File: src/rtl/alu_result_buf.sv
// Two-entry in-order result buffer between the ALU and register writeback; flags are captured at push.
// Optional per-entry parity and the out_parity port are enabled by defining ALU_RES_PARITY_EN.
module alu_result_buf #(
    parameter int DATA_W = 32,
    parameter int DEST_W = 4
) (
    input  logic              clk,
    input  logic              rst_n,
    input  logic              flush,
    input  logic              in_valid,
    output logic              in_ready,
    input  logic [DATA_W-1:0] in_data,
    input  logic [DEST_W-1:0] in_dest,
    output logic              out_valid,
    input  logic              out_ready,
    output logic [DATA_W-1:0] out_data,
    output logic [DEST_W-1:0] out_dest,
    output logic              out_zero,
    output logic              out_neg,
    output logic              out_lbz,
`ifdef ALU_RES_PARITY_EN
    output logic              out_parity,
`endif
    output logic [1:0]        level,
    output logic [15:0]       ret_cnt
);

    logic [DATA_W-1:0] data_q [2];
    logic [DATA_W-1:0] data_d [2];
    logic [DEST_W-1:0] dest_q [2];
    logic [DEST_W-1:0] dest_d [2];
    logic [1:0]        zero_q, zero_d;
    logic [1:0]        neg_q, neg_d;
    logic [1:0]        lbz_q, lbz_d;
`ifdef ALU_RES_PARITY_EN
    logic [1:0]        parity_q, parity_d;
`endif

    logic        wr_ptr_q, wr_ptr_d;
    logic        rd_ptr_q, rd_ptr_d;
    logic [1:0]  level_q, level_d;
    logic [15:0] ret_cnt_q, ret_cnt_d;
    logic        in_ready_q, in_ready_d;
    logic        push, pop;

    assign out_valid = (level_q != 2'd0);
    assign in_ready  = in_ready_q;
    assign level     = level_q;
    assign ret_cnt   = ret_cnt_q;

    // in_ready is registered from the next level, so out_ready never reaches it combinationally
    always_comb begin
        push       = in_valid & in_ready_q & ~flush;
        pop        = out_valid & out_ready & ~flush;
        wr_ptr_d   = wr_ptr_q;
        rd_ptr_d   = rd_ptr_q;
        level_d    = level_q;
        ret_cnt_d  = ret_cnt_q;
        if (flush) begin
            wr_ptr_d = 1'b0;
            rd_ptr_d = 1'b0;
            level_d  = 2'd0;
        end else begin
            if (push) begin
                wr_ptr_d = ~wr_ptr_q;
            end
            if (pop) begin
                rd_ptr_d  = ~rd_ptr_q;
                ret_cnt_d = ret_cnt_q + 16'd1;
            end
            level_d = level_q + {1'b0, push} - {1'b0, pop};
        end
        in_ready_d = (level_d != 2'd2);
    end

    always_ff @(posedge clk) begin
        if (!rst_n) begin
            wr_ptr_q   <= 1'b0;
            rd_ptr_q   <= 1'b0;
            level_q    <= 2'd0;
            ret_cnt_q  <= 16'd0;
            in_ready_q <= 1'b0;
        end else begin
            wr_ptr_q   <= wr_ptr_d;
            rd_ptr_q   <= rd_ptr_d;
            level_q    <= level_d;
            ret_cnt_q  <= ret_cnt_d;
            in_ready_q <= in_ready_d;
        end
    end

    // Entry payload is never cleared; only level/pointers decide what is live
    always_comb begin
        for (int i = 0; i < 2; i++) begin
            data_d[i] = data_q[i];
            dest_d[i] = dest_q[i];
        end
        zero_d = zero_q;
        neg_d  = neg_q;
        lbz_d  = lbz_q;
`ifdef ALU_RES_PARITY_EN
        parity_d = parity_q;
`endif
        if (push) begin
            data_d[wr_ptr_q] = in_data;
            dest_d[wr_ptr_q] = in_dest;
            zero_d[wr_ptr_q] = (in_data == '0);
            neg_d[wr_ptr_q]  = in_data[DATA_W-1];
            lbz_d[wr_ptr_q]  = (in_data[7:0] == 8'd0);
`ifdef ALU_RES_PARITY_EN
            parity_d[wr_ptr_q] = ^in_data[7:0];
`endif
        end
    end

    always_ff @(posedge clk) begin
        for (int i = 0; i < 2; i++) begin
            data_q[i] <= data_d[i];
            dest_q[i] <= dest_d[i];
        end
        zero_q <= zero_d;
        neg_q  <= neg_d;
        lbz_q  <= lbz_d;
`ifdef ALU_RES_PARITY_EN
        parity_q <= parity_d;
`endif
    end

    always_comb begin
        out_data = '0;
        out_dest = '0;
        out_zero = 1'b0;
        out_neg  = 1'b0;
        out_lbz  = 1'b0;
`ifdef ALU_RES_PARITY_EN
        out_parity = 1'b0;
`endif
        if (out_valid) begin
            out_data = data_q[rd_ptr_q];
            out_dest = dest_q[rd_ptr_q];
            out_zero = zero_q[rd_ptr_q];
            out_neg  = neg_q[rd_ptr_q];
            out_lbz  = lbz_q[rd_ptr_q];
`ifdef ALU_RES_PARITY_EN
            out_parity = parity_q[rd_ptr_q];
`endif
        end
    end

endmodule

File: config.mk
export PLATFORM = sky130hd
export DESIGN_NAME = alu_result_buf
export DESIGN_NICKNAME = d
export VERILOG_FILES = /design/src/rtl/alu_result_buf.sv
export SDC_FILE = /design/constraint.sdc
export NUM_CORES = 1
export LEC_CHECK = 0
export CORE_ASPECT_RATIO = 1.4
export CORE_MARGIN = 8
export CORE_UTILIZATION = 50
export CTS_CLUSTER_DIAMETER = 200
export CTS_CLUSTER_SIZE = 14
export DETAILED_ROUTE_END_ITERATION = 8
export HOLD_SLACK_MARGIN = 0.02
export PLACE_DENSITY = 0.78
export SLEW_MARGIN = 10
export SYNTH_ARGS = -nofsm -noshare
export SYNTH_HDL_FRONTEND = slang
export SYNTH_SLANG_ARGS = --single-unit
File: constraint.sdc
create_clock -name clk -period 8.65 [get_ports clk]
set_clock_uncertainty 0.05 [all_clocks]
set_input_delay 0.865 -clock clk [delete_from_list [all_inputs] [get_ports clk]]
set_output_delay 0.865 -clock clk [all_outputs]
set_load 0.01 [all_outputs]
==> summary.txt <==
Outcome
  • Status: finished clean

Floorplanning
  • Die width: between 90 and 100 um
  • Io pins: 100
  • Die Ht: 121.4 um
  • Die ar.: about 11,000 um2
  • Starting Density: 51.16%
  • Std cell rows: 38
  • Core area: 7750 um2

Synth
  • Synth Area in Compound Gates: less than 1%
  • Sequential fraction of the synthesis area: 68.67%
  • Syn Nets: 337
  • Fraction of the mapped netlist area in simple logic gates: 13.82%
  • Yosys warning total: 0
  • Synth top area share: 57.56%
  • Yosys reg bits: 98
  • Cells after Synth: 293
  • Largest family of logic cells by synthesized area: simple AND/OR/NAND/NOR gates
  • Mean Syn Cell Area: 13.53 um2
  • Cells taking the most area after synthesis: edfxtp_1, mux2i_1, dfxtp_1, nor2_1, xnor2_1
  • Post-synth cell types: 28
  • Mux cell area share after synthesis: a little under an eighth
  • Cell Area, Synth: 3965 um2
  • Synth area leader: edfxtp_1
  • Post-Synth XOR/XNOR Area: 2.430%
  • Synth Area in Adders: 0.9467%

Final layout
  • Nets@finish: 435
  • Fraction of layout cells with a size suffix above 1: about 6.1%
  • Commonest non-fill, non-tap cell in the layout: clkdlybuf4s50_1
  • Post-Layout Inst Area: 5220 um2
  • Fin cells: 496
  • Number of fill cells: 558
  • Area Overhead vs Synth: 31.65%
  • Antenna fix cells: 0
  • Final Util: between 60% and 70%
  • FF/Latch Area: between 2000 and 3000 um2
  • Most frequent cells in the layout: clkdlybuf4s50_1, edfxtp_1, nor2_1
  • Area of the multi-input gates: 1190 um2

Global route
  • Largest net degree at the start of global routing: 41
  • GRT Util Overall: 15.14%
  • First-pass GRT wire length: 13.17 mm
  • Grt ovf: 0
  • Initial antenna violation count: 0
  • Number of global-route vias before repair: 2,730

Placement
  • IO buf count: 99
  • Post-DP HPWL: 5.834 mm
  • # placed instances: 480
  • Post-Place Worst Slack: 5.348 ns
  • Post-DP Area: 5060 um2
  • Placer Congestion: 0.8158

Clock network
  • Longest Clk Path Bufs: 2
  • Worst skew pair latency: 0.36 ns
  • Post-CTS Setup Inserts: 0
  • CTS sink count: 98
  • CTS Root Cell: clkbuf_8
  • Num CTS Buffers: 9
  • CTS tree: yes
  • H-tree levels: 3
  • CTS resizes: 0
  • Hold buffer count at cts: 0
  • Worst-path clk slew: 0.09 ns

Route
  • Starting DRT DRC Count: about 100
  • Via count: approximately 2,600
  • Final Routed Wirelength: 8.181 mm
  • Vias per cell: 5.171
  • Drt first pass iters: 4
  • Post-route DRC: 0
  • Post-route ant nets: 0
  • Wirelength per Cell: 16.49 um

Worst hold path
  • HP Class: flop to flop
  • Hold Path Stages: 2
  • Hold endpoint: ret_cnt[15]
  • Worst hold start: ret_cnt[15]

STA
  • Fin. Hold Viols: 0
  • Max-slew violations: 0
  • Max transition margin: between 20% and 30%
  • Final hold slack: 0.4425 ns
  • TNS Setup: 0 ns
  • Final setup margin: 5.365 ns
  • Measured slew at the worst slew-check pin: approximately 1.1 ns
  • Setup Viol. Count Final: 0
  • Fmax: 304.4 MHz
  • Final min period: around 3.3 ns
  • Fin crit share: 37.98%
  • RSZ-0062 raised after global routing: no

Critical path
  • Critical Path Max Stage Delay: about 1.1 ns
  • Crit Path Category: flop to primary output
  • CP Buf/Inv Count: 1
  • CP delay by family, top: flip-flops
  • R2r worst-path depth: 10
  • WP data arrival: 2.37 ns
  • Crit-path max FO: 36
  • WP data required: 7.74 ns
  • Worst R2R Start: level[1]
  • Reg2reg setup slack: 6.52 ns
  • R2r endpoint: in_ready
  • Critical-path top delay cell: dfxtp_2
  • Critical path cell sequence: mux2i_1 -> nor2_1 -> clkdlybuf4s50_1
  • Crit. End Element: primary output
  • CP Launch Type: flop

Power
  • P_leak: between 1.5 and 2 nW
  • Worst vdd ir: 0.1285 mV
  • Total Power: 815.3 uW
  • PD cells: about 160 nW/um2

Job
  • Maxcap violations: 0
flip-flops by register name, indices dropped and copies added (netlist names), 2 cells and up, named ones only:
name / count
data_q: 62
dest_q: 8
lbz_q: 2
level: 2
neg_q: 2
ret_cnt: 16
zero_q: 2
final cells by class:
class	instances	area share, %
Multi-Input combinational cell	176	22.79
Clock buffer	9	2.373
Inverter	6	0.4314
Timing Repair Buffer	100	19.13
Sequential cell	98	52.18
Tap cell	100	2.397
Clock inverter	7	0.6951
worst reg2reg max path: stages, from the launching register on:
cell,delay (ns)
dfxtp_1,0.45
o21ai_0,0.13
buf_4,0.19
nor2_1,0.21
ha_1,0.27
inv_1,0.06
ha_1,0.15
xor2_1,0.20
xnor2_1,0.11
nor3_1,0.14
nor2_1,0.05
how the worst max path moves through the flow:
stage                    endpoint  cells past startpoint
CTS                  out_data[31]                      3
global placement    data_q[0][13]                      3
global route         out_data[18]                      3
detailed placement  data_q[0][13]                      3
floorplan            data_q[0][0]                      3
finish                out_data[9]                      3
logic make-up after synthesis:
kind of cell / count (synthesis)
AOI/OAI and AO/OA: 7
and+or+nand+nor: 110
adders and majority gates: 3
muxes: 45
DFF: 98
xor gates and xnor gates: 11
buffers and inverters: 19
synth_stat cells:
| master | number |
|---|---|
| edfxtp_1 | 76 |
| nor2_1 | 57 |
| mux2i_1 | 45 |
| dfxtp_1 | 22 |
| nand2_1 | 12 |
| clkbuf_1 | 10 |
| nor4_1 | 9 |
| xnor2_1 | 9 |
| nand2b_1 | 7 |
| nand4_1 | 7 |
| inv_1 | 6 |
| o21ai_0 | 4 |
| a21oi_1 | 3 |
| buf_2 | 3 |
| ha_1 | 3 |
| nand3_1 | 3 |
| nor4b_1 | 3 |
| or3_1 | 2 |
| or4_1 | 2 |
| xor2_1 | 2 |
| and3_1 | 1 |
| and4_1 | 1 |
| nand3_2 | 1 |
| nor3_1 | 1 |
| nor3b_1 | 1 |
| nor4_4 | 1 |
| or2_2 | 1 |
| or4_4 | 1 |
layer usage:
layer / up-vias / global-route usage [%] / wire (um)
met5: - / 0 / 0
met4: 0 / 6.166 / 109
met3: 10 / 5.139 / 565
met2: 86 / 25.34 / 4110
met1: 1214 / 17.39 / 3395
li1: 1255 / - / -
where the power goes:
| part | switching [mW] | internal (mW) | leakage, nW |
|---|---|---|---|
| combinational | 0.0238 | 0.0280 | 0.726 |
| clock | 0.146 | 0.101 | 0.0821 |
| sequential | 0.00293 | 0.514 | 0.869 |
| total | 0.173 | 0.642 | 1.68 |
No activity file was read; power rests on OpenSTA's default activity.
